**config.mk**
```make
export PLATFORM = sky130hd
export DESIGN_NAME = game_controller
export DESIGN_NICKNAME = d
export VERILOG_FILES = /design/src/rtl/game_controller.sv
export SDC_FILE = /design/constraint.sdc
export NUM_CORES = 1
export LEC_CHECK = 0
export ABC_AREA = 1
export BUFFER_PORTS_ARGS = -buffer_cell sky130_fd_sc_hd__clkbuf_2
export CAP_MARGIN = 20
export CORE_ASPECT_RATIO = 2
export CORE_MARGIN = 8
export CORE_UTILIZATION = 55
export DETAILED_ROUTE_END_ITERATION = 8
export PLACE_DENSITY = 0.78
export SETUP_SLACK_MARGIN = 0.02
export SYNTH_ARGS = -nofsm -noshare
export SYNTH_HDL_FRONTEND = slang
export SYNTH_SLANG_ARGS = --single-unit
```
**constraint.sdc**
```tcl
create_clock -name clkIn -period 3.1 [get_ports clkIn]
set_input_delay 0.155 -clock clkIn [delete_from_list [all_inputs] [get_ports clkIn]]
set_output_delay 0.155 -clock clkIn [all_outputs]
set_load 0.01 [all_outputs]
```
**src/rtl/game_controller.sv**
```systemverilog
// N-player timed game controller: countdown, saturating scores,
// pause/resume, restart from FINISH and a registered winner/tie result.
module game_controller #(
  parameter int GAME_SECONDS = 30,
  parameter int TIMER_WIDTH  = 6,
  parameter int SCORE_WIDTH  = 6,
  parameter int NUM_PLAYERS  = 2,
  localparam int WIN_W =
    (NUM_PLAYERS > 1) ? $clog2(NUM_PLAYERS) : 1
) (
  input  logic                   clkIn,
  input  logic                   reset,
  input  logic                   tick,
  input  logic                   startGame,
  input  logic                   pauseToggle,
  input  logic [NUM_PLAYERS-1:0] player_scored,
  output logic                   game_active,
  output logic                   game_paused,
  output logic                   game_over,
  output logic [TIMER_WIDTH-1:0] time_left,
  output logic [NUM_PLAYERS*SCORE_WIDTH-1:0] scores,
  output logic [WIN_W-1:0]       winner,
  output logic                   tie
);

  // One-hot status bits double as the state code, so the
  // status outputs come straight off flops.
  typedef enum logic [2:0] {
    IDLE    = 3'b000,
    RUNNING = 3'b001,
    PAUSED  = 3'b010,
    FINISH  = 3'b100
  } state_t;

  localparam logic [TIMER_WIDTH-1:0] T_INIT =
    TIMER_WIDTH'(GAME_SECONDS);
  localparam logic [TIMER_WIDTH-1:0] T_ONE =
    TIMER_WIDTH'(1);
  localparam logic [SCORE_WIDTH-1:0] S_MAX = '1;
  localparam logic [SCORE_WIDTH-1:0] S_ONE =
    SCORE_WIDTH'(1);

  state_t                 r_state;
  logic [TIMER_WIDTH-1:0] r_time;
  logic [SCORE_WIDTH-1:0] r_sc [NUM_PLAYERS];
  logic [WIN_W-1:0]       r_win;
  logic                   r_tie;

  logic [SCORE_WIDTH-1:0] w_sc_run [NUM_PLAYERS];
  logic [SCORE_WIDTH-1:0] w_max;
  logic [WIN_W-1:0]       w_win;
  logic                   w_tie;
  logic                   w_expire;

  assign w_expire = tick && (r_time == T_ONE);

  always_comb begin
    for (int i = 0; i < NUM_PLAYERS; i++) begin
      w_sc_run[i] = r_sc[i];
      if (player_scored[i] && (r_sc[i] != S_MAX))
        w_sc_run[i] = r_sc[i] + S_ONE;
    end
  end

  // Result is taken from the scores as they will be after
  // this edge, so an expiry-cycle score is included.
  always_comb begin
    w_max = w_sc_run[0];
    w_win = '0;
    w_tie = 1'b0;
    for (int i = 1; i < NUM_PLAYERS; i++) begin
      if (w_sc_run[i] > w_max) begin
        w_max = w_sc_run[i];
        w_win = WIN_W'(i);
        w_tie = 1'b0;
      end else if (w_sc_run[i] == w_max) begin
        w_tie = 1'b1;
      end
    end
  end

  always_ff @(posedge clkIn or negedge reset) begin
    if (!reset) begin
      r_state <= IDLE;
      r_time  <= T_INIT;
      r_win   <= '0;
      r_tie   <= 1'b0;
      for (int i = 0; i < NUM_PLAYERS; i++)
        r_sc[i] <= '0;
    end else begin
      case (r_state)
        IDLE: begin
          r_time <= T_INIT;
          for (int i = 0; i < NUM_PLAYERS; i++)
            r_sc[i] <= '0;
          r_state <= startGame ? RUNNING : IDLE;
        end
        RUNNING: begin
          for (int i = 0; i < NUM_PLAYERS; i++)
            r_sc[i] <= w_sc_run[i];
          if (w_expire) begin
            r_time  <= '0;
            r_state <= FINISH;
            r_win   <= w_win;
            r_tie   <= w_tie;
          end else begin
            if (tick)
              r_time <= r_time - T_ONE;
            r_state <= pauseToggle ? PAUSED : RUNNING;
          end
        end
        PAUSED: begin
          r_state <= pauseToggle ? RUNNING : PAUSED;
        end
        FINISH: begin
          if (startGame) begin
            r_time <= T_INIT;
            for (int i = 0; i < NUM_PLAYERS; i++)
              r_sc[i] <= '0;
            r_state <= RUNNING;
          end else begin
            r_state <= FINISH;
          end
        end
        default: r_state <= IDLE;
      endcase
    end
  end

  assign game_active = r_state[0];
  assign game_paused = r_state[1];
  assign game_over   = r_state[2];
  assign time_left   = r_time;
  assign winner      = r_win;
  assign tie         = r_tie;

  for (genvar g = 0; g < NUM_PLAYERS; g++) begin : g_pack
    assign scores[g*SCORE_WIDTH +: SCORE_WIDTH] = r_sc[g];
  end

endmodule

```
==> run metrics <==
outcome finished clean; total die area 5040 um2; WP depth 13; Final Net Count 277; placed standard-cell area 1790 um2; Worst Reg2Reg Path Length in Cells 13; buffer levels on the longest clock path 2; number of core rows 28; critical path endpoint category flop; highest metal layer with signal wires met4; initial antenna violation count 0; routed wire length per instance 12.2 um; setup repair after global routing missed its margin no; average cell area after synthesis 7.15 um2; kind of start point of the critical path flop; detailed-route via count 1,501; max-capacitance violation count 0; Final Setup Violations 0; Netlist Area Pre-Place 1620 um2; CP delay by family, top simple AND/OR/NAND/NOR gates; antenna cell count 0; worst stage delay on the critical path 0.43 ns; flip-flop and latch area 581 um2; largest driver fanout on the critical path 5; Overall Power 1.39 mW; worst hold-check slack 0.0902 ns; number of buffers created by CTS 3; achievable frequency 461 MHz; Crit Path Class reg2reg; critical register-to-register path startpoint scores[6]; RR Endpoint winner; remaining design rule violation count 0; clock transition at the register clock pins on the worst setup and hold paths after CTS 0.09 ns; vertical die dimension 92.7 um; clk_skew 0.00524 ns; Synth-to-Final Area Change 14.3%; final instance area 1850 um2; total iterations of the first detailed-routing run 4; iteration-0 DRC count of the detailed router 33; Post-CTS Setup Inserts 0; cells along the critical path ha_1, nand2_1, nor2_4, a21boi_2, nand2_1, and2_1, ha_1, nand2_1, nor2_1, o21ai_0, nand3_1, nand3_1, nand2_1; Placeable Area 2870 um2; critical path buffer and inverter count 0; number of synthesized register bits 23; arrival time of the worst setup path 2.39 ns; data required time of the critical path 3.31 ns; multi-input logic area 917 um2; largest net degree at the start of global routing 24; insertion delay of the later-clocked pin in the worst-skew pair 0.27 ns; fraction of layout instances using a drive strength above 1 21.6%; post-synth net total 243; CTS root buf sky130_fd_sc_hd__clkbuf_8; Final Routed Wirelength 3510 um; GRT Total Usage 15.4%; reg-to-reg slack, setup 0.93 ns; first-pass GRT wire length 6220 um; overall overflow remaining after global route 0; sum of met3 wire segment lengths after detailed routing 168 um; number of pins exceeding their max-slew limit in the final report 0; chip width 54.3 um; power per unit of standard cell area 751 nW/um2; cell with the most instances on the worst path sky130_fd_sc_hd__nand2_1; number of nets with antenna violations after routing 0; share of the cycle needed by the critical path after routing 70.0%; number of hold buffers added after CTS 1; number of failing hold endpoints at the final stage 0; post-synthesis cell count 226; HPWL after detailed placement 2780 um; via count of the first global-routing pass 1,522; clock tree from TritonCTS done; Unique masters post-synth 28; proportion of synthesized chip area in sequential cells 35.9%; maximum vdd ir drop 0.509 mV; endpoint of the worst setup timing path winner; aggregate negative setup slack 0 ns; crit path launch scores[6]; count of buffers from port buffering 29; total routed wire length on the met1 layer 1490 um; post-cts sizing count 0; clock sink count 23; number of inserted filler cells in the final layout 275; final period demand of the worst path 2.17 ns; via/cell ratio 5.19; maximum level of the CTS H-tree 1; path type of the worst min-delay path in2reg; transition time at the pin with the least slew margin 0.590 ns; hold-critical path depth 2; routability-driven placement congestion ratio 0.818; Yosys warnings 0; ports placed on the boundary 30; worst relative slew slack 60.7%; detailed route wirelength on metal2 1780 um; P_leak 0.992 nW; Max stage delay cell, worst path sky130_fd_sc_hd__dfrtp_1; Starting Density 56.3%; worst hold path startpoint pauseToggle
through the flow:
step	utilization, %	instances	setup WS [ns]
after global routing	64.3	289	0.698
after detailed placement	62.4	284	0.948
after floorplan	-	226	1.12
after CTS	64.3	289	0.921
after global placement	62.4	284	0.977
final	64.3	289	0.929
kinds of logic after synthesis:
group | after synthesis | share of synthesized area [%]
and+or+nand+nor | 133 | 36.2
buffers and inverters | 30 | 7.35
AOI/OAI and AO/OA | 24 | 9.06
DFF | 23 | 35.9
adders and majority gates | 10 | 7.74
xor gates and xnor gates | 6 | 3.72
Yosys cell counts (all sizes together):
library cell | n | share of area (%)
a21oi | 5 | 1.8
o211ai | 1 | 0.46
ha | 10 | 7.7
xor2 | 2 | 1.1
nand2 | 85 | 21
o21bai | 1 | 0.46
nor2 | 24 | 7.5
dfstp | 4 | 6.5
dfrtp | 19 | 29
buf | 1 | 0.46
nand3 | 19 | 6.2
nor3 | 1 | 0.31
inv | 29 | 6.9
a21boi | 1 | 0.70
o21ai | 16 | 5.7
and2 | 4 | 1.5
xnor2 | 4 | 2.6
where the power goes:
| group | switching [mW] | internal (mW) | total [mW] |
|---|---|---|---|
| clock network | 0.101 | 0.0899 | 0.190 |
| logic | 0.431 | 0.260 | 0.692 |
| registers | 0.109 | 0.397 | 0.506 |
flip-flops by register name (all words and copies together), names as in the netlist:
register   cells
winner         1
tie            1
r_state        3
time_left      6
scores        12
placed cells by master, fill, tap and decap left out, types with 4 or more instances in the layout:
master	synthesis	layout
sky130_fd_sc_hd__clkbuf_2	0	29
sky130_fd_sc_hd__and2_1	4	4
sky130_fd_sc_hd__nand2_1	81	81
sky130_fd_sc_hd__inv_2	4	4
sky130_fd_sc_hd__inv_1	24	24
sky130_fd_sc_hd__nand3_1	18	18
sky130_fd_sc_hd__ha_1	10	10
sky130_fd_sc_hd__a21oi_1	4	4
sky130_fd_sc_hd__o21ai_1	10	10
sky130_fd_sc_hd__dfstp_2	4	4
sky130_fd_sc_hd__nor2_1	21	21
sky130_fd_sc_hd__dfrtp_1	19	19
final cells by class:
| type | instances | area share (%) |
|---|---|---|
| clock buffer | 3 | 2.23 |
| clock inverter | 1 | 0.271 |
| inverter | 29 | 6.03 |
| multi-input combinational | 173 | 49.6 |
| sequential | 23 | 31.4 |
| tap | 30 | 2.03 |
| timing repair buffer | 30 | 8.40 |
how the worst min path moves through the flow:
stage          slack (ns)          to
6_report             0.09  r_state[1]
5_1_grt              0.11  r_state[1]
3_5_place_dp         0.19  r_state[0]
3_3_place_gp         0.18  r_state[1]
4_1_cts              0.09  r_state[1]
2_1_floorplan       -0.14  r_state[0]
metal layers:
layer  vias to the layer above  track usage [%]
met5                         -                0
met4                         0             6.40
met3                         7             2.09
met2                        28             27.0
met1                       688             17.3
li1                        778                -
Note: power is estimated with default switching activity, not from simulation.
